`config.mk`:
```
export PLATFORM = sky130hd
export DESIGN_NAME = bp_me_nonsynth_mock_cce
export DESIGN_NICKNAME = d
export VERILOG_FILES = /design/src/rtl/bp_me_nonsynth_mock_cce.sv
export SDC_FILE = /design/constraint.sdc
export NUM_CORES = 1
export LEC_CHECK = 0
export CAP_MARGIN = 10
export CORE_AREA = 4 4 196 198
export DETAILED_ROUTE_END_ITERATION = 10
export DIE_AREA = 0 0 200 202
export GPL_TIMING_DRIVEN = 0
export PLACE_DENSITY_LB_ADDON = 0.12
export SLEW_MARGIN = 20
export SYNTH_ARGS = -nofsm -noshare
export SYNTH_HDL_FRONTEND = slang
export SYNTH_SLANG_ARGS = --single-unit
```
`constraint.sdc`:
```
create_clock -name clk_i -period 2.9 [get_ports clk_i]
set_input_delay 0.725 -clock clk_i [delete_from_list [all_inputs] [get_ports clk_i]]
set_output_delay 0.725 -clock clk_i [all_outputs]
set_load 0.01 [all_outputs]
```
`src/rtl/bp_me_nonsynth_mock_cce.sv`:
```
// Mock CCE: answers one LCE at a time with fill/uncached commands and tracks completed
// transactions plus a sticky protocol-error flag. Message layouts live in the package below.
package bp_me_mock_cce_pkg;
  typedef enum logic [1:0] {e_bp_unicore_half_cfg, e_bp_unicore_cfg} bp_params_e;

  typedef struct packed {
    int paddr_width;
    int lce_id_width;
    int cce_id_width;
    int lce_assoc;
    int cce_block_width;
  } bp_proc_param_s;

  localparam logic [3:0] e_bedrock_req_rd_miss      = 4'd0;
  localparam logic [3:0] e_bedrock_req_wr_miss      = 4'd1;
  localparam logic [3:0] e_bedrock_req_uc_rd        = 4'd2;
  localparam logic [3:0] e_bedrock_req_uc_wr        = 4'd3;
  localparam logic [3:0] e_bedrock_cmd_data         = 4'd4;
  localparam logic [3:0] e_bedrock_cmd_uc_data      = 4'd11;
  localparam logic [3:0] e_bedrock_cmd_uc_req_done  = 4'd12;
  localparam logic [3:0] e_bedrock_resp_coh_ack     = 4'd2;
  localparam logic [2:0] e_coh_i = 3'd0;
  localparam logic [2:0] e_coh_s = 3'd1;
  localparam logic [2:0] e_coh_e = 3'd2;
  localparam logic [2:0] e_coh_m = 3'd6;

  function automatic bp_proc_param_s bp_get_proc_param(bp_params_e cfg);
    bp_proc_param_s p;
    case (cfg)
      e_bp_unicore_cfg: p = '{paddr_width: 40, lce_id_width: 4, cce_id_width: 4,
                              lce_assoc: 8, cce_block_width: 512};
      default:          p = '{paddr_width: 40, lce_id_width: 4, cce_id_width: 4,
                              lce_assoc: 4, cce_block_width: 256};
    endcase
    return p;
  endfunction

  // req:  {data[64], lru_way, non_exclusive, size[3], addr, src_id, msg_type[4]}
  function automatic int lce_req_msg_width(bp_params_e cfg);
    bp_proc_param_s p = bp_get_proc_param(cfg);
    return 4 + p.lce_id_width + p.paddr_width + 3 + 1 + $clog2(p.lce_assoc) + 64;
  endfunction

  // cmd:  {data[block], target_way, target, state[3], way, size[3], addr, src_id, dst_id, msg_type[4]}
  function automatic int lce_cmd_msg_width(bp_params_e cfg);
    bp_proc_param_s p = bp_get_proc_param(cfg);
    return 4 + 2 * p.lce_id_width + p.cce_id_width + p.paddr_width + 6
           + 2 * $clog2(p.lce_assoc) + p.cce_block_width;
  endfunction

  // resp: {addr, src_id, msg_type[4]}
  function automatic int lce_resp_msg_width(bp_params_e cfg);
    bp_proc_param_s p = bp_get_proc_param(cfg);
    return 4 + p.lce_id_width + p.paddr_width;
  endfunction
endpackage

// state   | meaning
// e_ready | waiting for an LCE request
// e_cmd   | command presented, waiting for yumi
// e_ack   | fill sent, waiting for the LCE coh_ack
module bp_me_nonsynth_mock_cce
  import bp_me_mock_cce_pkg::*;
  #(parameter bp_params_e bp_params_p = e_bp_unicore_half_cfg
  , parameter int cce_id_p = 0
  , parameter int txn_count_width_p = 16
  , localparam bp_proc_param_s proc_lp = bp_get_proc_param(bp_params_p)
  , localparam int paddr_width_p = proc_lp.paddr_width
  , localparam int lce_id_width_p = proc_lp.lce_id_width
  , localparam int cce_id_width_p = proc_lp.cce_id_width
  , localparam int lce_assoc_p = proc_lp.lce_assoc
  , localparam int cce_block_width_p = proc_lp.cce_block_width
  , localparam int lce_req_msg_width_lp = lce_req_msg_width(bp_params_p)
  , localparam int lce_cmd_msg_width_lp = lce_cmd_msg_width(bp_params_p)
  , localparam int lce_resp_msg_width_lp = lce_resp_msg_width(bp_params_p)
  )
  (input  logic                             clk_i
  , input  logic                            reset_n_i
  , input  logic [lce_req_msg_width_lp-1:0] lce_req_i
  , input  logic                            lce_req_v_i
  , output logic                            lce_req_ready_then_o
  , output logic [lce_cmd_msg_width_lp-1:0] lce_cmd_o
  , output logic                            lce_cmd_v_o
  , input  logic                            lce_cmd_yumi_i
  , input  logic [lce_resp_msg_width_lp-1:0] lce_resp_i
  , input  logic                            lce_resp_v_i
  , output logic                            lce_resp_yumi_o
  , output logic [txn_count_width_p-1:0]    txn_count_o
  , output logic                            error_o
  );

  localparam int way_w = $clog2(lce_assoc_p);
  localparam int blk_off_w = $clog2(cce_block_width_p / 8);
  localparam int dwords_lp = cce_block_width_p / 64;
  localparam logic [cce_id_width_p-1:0] cce_id_lp = cce_id_width_p'(cce_id_p);

  typedef enum logic [1:0] {e_ready, e_cmd, e_ack} state_e;
  state_e state_r, state_n;

  logic [63:0]                in_data;
  logic [way_w-1:0]           in_way;
  logic                       in_ne;
  logic [2:0]                 in_size;
  logic [paddr_width_p-1:0]   in_addr;
  logic [lce_id_width_p-1:0]  in_src;
  logic [3:0]                 in_type;
  assign {in_data, in_way, in_ne, in_size, in_addr, in_src, in_type} = lce_req_i;

  logic [paddr_width_p-1:0]   resp_addr;
  logic [lce_id_width_p-1:0]  resp_src;
  logic [3:0]                 resp_type;
  assign {resp_addr, resp_src, resp_type} = lce_resp_i;

  logic [63:0]                req_data_r;
  logic [way_w-1:0]           req_way_r;
  logic                       req_ne_r;
  logic [2:0]                 req_size_r;
  logic [paddr_width_p-1:0]   req_addr_r;
  logic [lce_id_width_p-1:0]  req_src_r;
  logic [3:0]                 req_type_r;
  logic [txn_count_width_p-1:0] txn_count_r;
  logic error_r, out_of_reset_r;
  logic req_accept, count_inc, err_set;

  // The request payload is captured with the header but no command carries it back.
  logic [63:0] req_data_unused;
  assign req_data_unused = req_data_r;

  always_ff @(posedge clk_i or negedge reset_n_i) begin
    if (!reset_n_i) state_r <= e_ready;
    else            state_r <= state_n;
  end

  always_ff @(posedge clk_i or negedge reset_n_i) begin
    if (!reset_n_i) begin
      out_of_reset_r <= 1'b0;
      {req_data_r, req_way_r, req_ne_r, req_size_r, req_addr_r, req_src_r, req_type_r} <= '0;
      txn_count_r <= '0;
      error_r <= 1'b0;
    end else begin
      out_of_reset_r <= 1'b1;
      if (req_accept)
        {req_data_r, req_way_r, req_ne_r, req_size_r, req_addr_r, req_src_r, req_type_r}
          <= lce_req_i;
      if (count_inc) txn_count_r <= txn_count_r + txn_count_width_p'(1);
      if (err_set) error_r <= 1'b1;
    end
  end

  always_comb begin
    state_n = state_r;
    req_accept = 1'b0;
    count_inc = 1'b0;
    err_set = 1'b0;
    lce_req_ready_then_o = 1'b0;
    lce_cmd_v_o = 1'b0;
    lce_resp_yumi_o = 1'b0;
    case (state_r)
      e_ready: begin
        lce_req_ready_then_o = out_of_reset_r;
        if (out_of_reset_r && lce_req_v_i) begin
          req_accept = 1'b1;
          if (in_type <= e_bedrock_req_uc_wr) state_n = e_cmd;
          else                                err_set = 1'b1;
        end
      end
      e_cmd: begin
        lce_cmd_v_o = 1'b1;
        if (lce_cmd_yumi_i) begin
          if (req_type_r == e_bedrock_req_rd_miss || req_type_r == e_bedrock_req_wr_miss)
            state_n = e_ack;
          else begin
            state_n = e_ready;
            count_inc = 1'b1;
          end
        end
      end
      e_ack: begin
        lce_resp_yumi_o = lce_resp_v_i;
        if (lce_resp_v_i) begin
          if (resp_type == e_bedrock_resp_coh_ack && resp_addr == req_addr_r
              && resp_src == req_src_r) begin
            state_n = e_ready;
            count_inc = 1'b1;
          end else
            err_set = 1'b1;
        end
      end
      default: state_n = e_ready;
    endcase
  end

  logic [63:0] fill_base;
  logic [cce_block_width_p-1:0] fill, cmd_data;
  logic [3:0] cmd_type;
  logic [2:0] cmd_state;
  assign fill_base = 64'({req_addr_r[paddr_width_p-1:blk_off_w], blk_off_w'(0)});

  always_comb begin
    fill = '0;
    for (int k = 0; k < dwords_lp; k++) fill[k*64 +: 64] = fill_base + 64'(k);
  end

  always_comb begin
    cmd_type = e_bedrock_cmd_uc_req_done;
    cmd_state = e_coh_i;
    cmd_data = '0;
    case (req_type_r)
      e_bedrock_req_rd_miss: begin
        cmd_type = e_bedrock_cmd_data;
        cmd_state = req_ne_r ? e_coh_s : e_coh_e;
        cmd_data = fill;
      end
      e_bedrock_req_wr_miss: begin
        cmd_type = e_bedrock_cmd_data;
        cmd_state = e_coh_m;
        cmd_data = fill;
      end
      e_bedrock_req_uc_rd: begin
        cmd_type = e_bedrock_cmd_uc_data;
        cmd_data = fill;
      end
      default: ;
    endcase
  end

  assign lce_cmd_o = {cmd_data, {way_w{1'b0}}, {lce_id_width_p{1'b0}}, cmd_state, req_way_r,
                      req_size_r, req_addr_r, cce_id_lp, req_src_r, cmd_type};
  assign txn_count_o = txn_count_r;
  assign error_o = error_r;

endmodule

```
Word level (Yosys, flattened, before mapping)

Cells that the tools add are included.
Widths: inputs -> output; s select.

Flip-flop bits (word level): 74
Output and inout bits: 342
RAM bits: 0
ROM bits: 0
Word-level logic and storage cells: 62
Latch bits: 0
Memories: 0

Multiplexer cells: 26
Eq/ne operators: 12
Shift-type cells: 0
Reduce and logical (&&, ||, !) cells: 9
Bitwise operators: 0
Add/sub/neg operators: 4
Divide/modulo/power cells: 0
$mul: 0
Order comparisons: 1

Operator list:

| kind                  | number |
|---|---|
| $mux 233              | 1 |
| $add 40x2->41 const B | 2 |
| $add 40x1->41 const B | 1 |
| $eq 40x40->1          | 1 |
| $add 16x1->16 const B | 1 |
| $mux 2                | 7 |
| $mux 1                | 13 |
| $ne 2x2->1 const B    | 5 |
| $eq 4x2->1 const B    | 2 |
| $pmux 4 s2            | 1 |
| $pmux 2 s3            | 1 |
| $pmux 3 s2            | 1 |
| $reduce_and 5->1      | 1 |
| $eq 4x1->1 const B    | 1 |
| $eq 4x4->1            | 1 |
| $le 4x2->1 const B    | 1 |
| $logic_not 4->1       | 1 |
| $pmux 1 s2            | 2 |
| $logic_and 1x1->1     | 3 |
| $reduce_or 3->1       | 1 |
| $eq 2x1->1 const B    | 1 |
| $eq 2x2->1 const B    | 1 |
| $logic_not 2->1       | 1 |
| $reduce_or 2->1       | 1 |
| $logic_or 1x1->1      | 1 |

Logic depth before layout (Yosys ltp)

Depth after elaboration: 6
Depth in mapped cells: 7
Depth with buffers taken out: 7

Worst setup path before layout

No wires, ideal clock.

Kind: register -> output
From: reg req_type_r[0]
To: out lce_cmd_o[161]
Path slack: 0.489 ns
Arrival time: 1.686 ns
Stages on the path, launching flop included: 5
Path buffers: 2
Cell sequence: dfrtp_1 -> a211oi_1 -> clkbuf_1 -> and2_1 -> buf_4

Cells in the longest elaborated chain, start to end: 3
Elaborated cells between the ends (all ways): 5

Ends and longest elaborated chain:

| item                                     | RTL line | text |
|---|---|---|
| from (decl)                              | 120      | `logic [3:0] req_type_r;` |
| from (signal assigned)                   | 137      | `{req_data_r, req_way_r, req_ne_r, req_size_r, req_addr_r, req_src_r, req_type_r} <= '0;` |
| $eq 4x1->1, or another cell as far along | 208      | `case (req_type_r)` |
| $reduce_or 3->1 (no source line) *       | -        |  |
| $mux 233 *                               | 208      |  |
| to (decl)                                | 82       | `, output logic [lce_cmd_msg_width_lp-1:0] lce_cmd_o` |

Every way passes the cells marked *; elsewhere a longest branch is shown, timed or not.

Worst setup path in the final report

From: reg req_type_r[1]
To: out lce_cmd_o[149]

The elaborated chain is that of the path after synthesis.

==> qor.log <==
[placed_design] routability cong. 0.6769
[setup_path] startpoint-to-endpoint class of the critical path register to primary output
[power] Sw Share 37.88%
[cells_and_area] most frequent cells in the layout 258 x sky130_fd_sc_hd__buf_4, 183 x sky130_fd_sc_hd__clkdlybuf4s50_1, 123 x sky130_fd_sc_hd__conb_1, 98 x sky130_fd_sc_hd__dlygate4sd2_1, 73 x sky130_fd_sc_hd__dfrtp_1
[routing] DRC violation total after the first TritonRoute iteration 113
[cells_and_area] growth of design area from synthesis to finish 85.88%
[clocking] worst-skew pair later-pin latency 340 ps
[synthesis] syn_area_per_cell 10.08 um^2
[synthesis] Mapped Area 5537 um^2
[floorplan] site row count 70
[setup_path] data arrival at the endpoint of the critical path 2070 ps
[clocking] buffer cell driving the clock tree root sky130_fd_sc_hd__clkbuf_16
[routing] vias per cell 3.197
[sta] upper clock frequency limit 0.3573 GHz
[routing] Antenna Nets Post-Route 0
[global_routing] vias in the first global route 4666
[power] logic gate share of total power 66.0%
[synthesis] number of register bits inferred by synthesis 74
[status] status complete, no violations
[power] switching pwr 0.003454 W
[routing] drc violations 0
[cells_and_area] final cell count without fillers 1499
[min_path] path class of the lowest-slack min-delay path input pin to async pin
[clocking] number of buffers created by CTS 9
[clocking] clock edge transition at the registers on the reported setup and hold paths 60 ps
[power] Static Leakage 5.524 nW
[routing] Routed wire per std cell 16.21 um
[sta] Slew HR 32.21%
[setup_path] data required time of the worst path 2170 ps
[sta] final worst slack 100.9 ps
[run] Max-cap violations 0
[clocking] CTS sink count 74
[global_routing] maximum number of pins on one net before global-route repair 42
[clocking] maximum buffer depth of the clock tree 2
[cells_and_area] post-route standard cell area excluding fillers 10290 um^2
[global_routing] global-route wire length before repair 33.19 mm
[synthesis] leading post-synthesis cells by cell area sky130_fd_sc_hd__dfrtp_1 33%, sky130_fd_sc_hd__buf_4 31%, sky130_fd_sc_hd__mux2_2 11%
[power] total internal power 0.005664 W
[cells_and_area] Nets 1201
[setup_path] crit path launch type register
[floorplan] die extent in y 202 um
[placed_design] Post-Place Cells 1466
[sta] number of slew-limit violations in the final report 0
[floorplan] total die area 40400 um^2
[placed_design] number of port buffers 326
[sta] post-layout minimum cycle time 2799 ps
[cells_and_area] final core area utilization 28.18%
[power] Max VDD drop 0.3250 mV
[synthesis] fraction of post-synthesis cell area in the top cell type by area 33.45%
[synthesis] Post-Syn Instances 549
[sta] slew of the pin with the lowest slew margin 1017 ps
[floorplan] horizontal extent of the die 200 um
[synthesis] post-synthesis sequential area ratio 33.45%
[power] Clock power frac 12.4%
[power] power density over the cells 886.0 nW/um^2
[sta] final hold violations 0
[floorplan] IO Count 513
[global_routing] Overall Global Routing Usage 11.24%
[floorplan] starting density of the core 15.16%
[global_routing] global route overflow 0
[synthesis] Cell variety after synth 39
[sta] Setup TNS Final 0 ps
[cells_and_area] most common library cell in the layout ignoring fill and taps sky130_fd_sc_hd__buf_4
[routing] iteration count of the initial detailed-routing pass 4
[placed_design] placed cell area 9892 um^2
[cells_and_area] antenna fix cells 0
[sta] final number of setup-violating endpoints 0
[clocking] hold buffers post-CTS 0
[routing] final wirelength 24.30 mm
[clocking] H-Tree Depth 3
[power] Seq pwr share 21.6%
[global_routing] number of antenna violations at the first check in global routing 2
[synthesis] warnings from Yosys 0
[sta] clock tree skew after final layout 10.15 ps
[floorplan] area of the core region 36520 um^2
[sta] share of the clock period used by the worst path after layout 96.52%
[placed_design] HPWL after detailed placement 20.35 mm
[cells_and_area] share of final-layout standard cells stronger than drive strength 1 39.09%
[setup_path] Crit Path Max Fanout 10
[clocking] CTS tree done
[synthesis] leading area contributor after synthesis sky130_fd_sc_hd__dfrtp_1
[setup_path] endpoint type of the worst setup path primary output
[placed_design] Setup Slack @ Placement -687.4 ps
[routing] overall via count from detail_route 4792
[sta] unrepaired setup endpoints after global routing false
-- power by group through the flow --
stage	logic (W)	registers (W)	clock network (W)
4_1_cts	0.00621	0.00200	0.00121
6_report	0.00601	0.00197	0.00113
3_5_place_dp	0.00615	0.00200	0
2_1_floorplan	0.00273	0.00201	0
3_3_place_gp	0.00616	0.00197	0
5_1_grt	0.00649	0.00206	0.00125
-- routing by layer --
| metal | part of all wire, % | up-vias | GRT usage (%) | wire (um) |
|---|---|---|---|---|
| met2 | 55 | 203 | 22.12 | 13380 |
| met1 | 37 | 2181 | 11.93 | 8872 |
| met4 | 0.60 | 0 | 1.674 | 146 |
| li1 | - | 2395 | - | - |
| met5 | 0 | - | 0 | 0 |
| met3 | 7.8 | 13 | 3.117 | 1892 |
-- worst max-delay path: stages (launching register included) --
cell and delay (ps):
sky130_fd_sc_hd__dfrtp_2 430, sky130_fd_sc_hd__a211oi_4 290, sky130_fd_sc_hd__buf_8 170, sky130_fd_sc_hd__buf_12 100, sky130_fd_sc_hd__buf_4 100, sky130_fd_sc_hd__clkbuf_16 140
sky130_fd_sc_hd__and2_4 160, sky130_fd_sc_hd__buf_4 90, sky130_fd_sc_hd__clkdlybuf4s15_1 230
-- cells by family after synthesis --
| family | share of synthesized area [%] |
|---|---|
| xor+xnor | 9.333 |
| flops | 33.45 |
| buf+inv | 32.88 |
| fa+ha+maj | 0.9040 |
| simple gates | 10.53 |
| mux | 11.37 |
| compound gates | 1.401 |
| other cells | 0.1356 |
-- cell type report --
| cell class | count | area (um^2) |
|---|---|---|
| Clock inverter | 5 | 55.05 |
| Clock buffer | 11 | 232.7 |
| Buffer | 242 | 1839 |
| Fill cell | 3938 | 26230 |
| Tap cell | 468 | 585.6 |
| Sequential cell | 74 | 1853 |
| Multi-Input combinational cell | 345 | 2435 |
| Timing Repair Buffer | 345 | 3257 |
| Inverter | 9 | 33.78 |
-- registers in the layout (all words and copies together), names as in the netlist --
| name | cells |
|---|---|
| req_src_r | 4 |
| req_way_r | 2 |
| req_size_r | 3 |
| out_of_reset_r | 1 |
| error_o | 1 |
| req_addr_r | 40 |
| req_type_r | 4 |
| req_ne_r | 1 |
| state_r | 2 |
| txn_count_o | 16 |
-- what timing repair did --
| item | 4_1_cts | 5_1_grt |
|---|---|---|
| pin swaps | 4 | 2 |
| setup buffers | 14 | 1 |
| cloned | 2 | 0 |
| setup endpoints to repair | 160 | 45 |
| resized for setup | 196 | 49 |
-- synth_stat cells, drive strengths merged --
| cell | count |
|---|---|
| buf | 232 |
| and2 | 39 |
| o41ai | 2 |
| conb | 2 |
| or3 | 1 |
| mux2 | 55 |
| nor2b | 1 |
| a31oi | 1 |
| nor3 | 2 |
| a211oi | 1 |
| nor4b | 1 |
| ha | 4 |
| nor2 | 4 |
| a21oi | 2 |
| nand2 | 5 |
| nand2b | 1 |
| and4 | 2 |
| inv | 9 |
| nor4 | 11 |
| dfrtp | 74 |
| nor3b | 1 |
| xor2 | 44 |
| clkbuf | 10 |
| mux2i | 1 |
| nand4 | 12 |
| a211o | 1 |
| nand3 | 7 |
| xnor2 | 15 |
| and3 | 8 |
| o221ai | 1 |
-- through the flow --
| step | hold WS [ps] | power (W) |
|---|---|---|
| after floorplan | 429.4 | 0.004735 |
| after global placement | 475.1 | 0.008130 |
| after detailed placement | 461.8 | 0.008159 |
| after CTS | 368.5 | 0.009419 |
| after global routing | 383.2 | 0.009803 |
| final | 360.9 | 0.009118 |
-- final timing paths --
check,from,endpoint,slack (ps),cells past startpoint
max,req_type_r[1]$_DFFE_PN0P_,lce_cmd_o[149],100,8
min,reset_n_i,txn_count_o[13]$_DFFE_PN0P_,360,1
max reg2reg,state_r[0]$_DFFE_PN0P_,req_addr_r[30]$_DFFE_PN0P_,310,6
min reg2reg,txn_count_o[15]$_DFFE_PN0P_,txn_count_o[15]$_DFFE_PN0P_,470,1
max in group asynchronous,reset_n_i,req_addr_r[31]$_DFFE_PN0P_,1920,2
min in group clk_i,txn_count_o[15]$_DFFE_PN0P_,txn_count_o[15]$_DFFE_PN0P_,470,1
No activity file was read; power rests on OpenSTA's default activity.
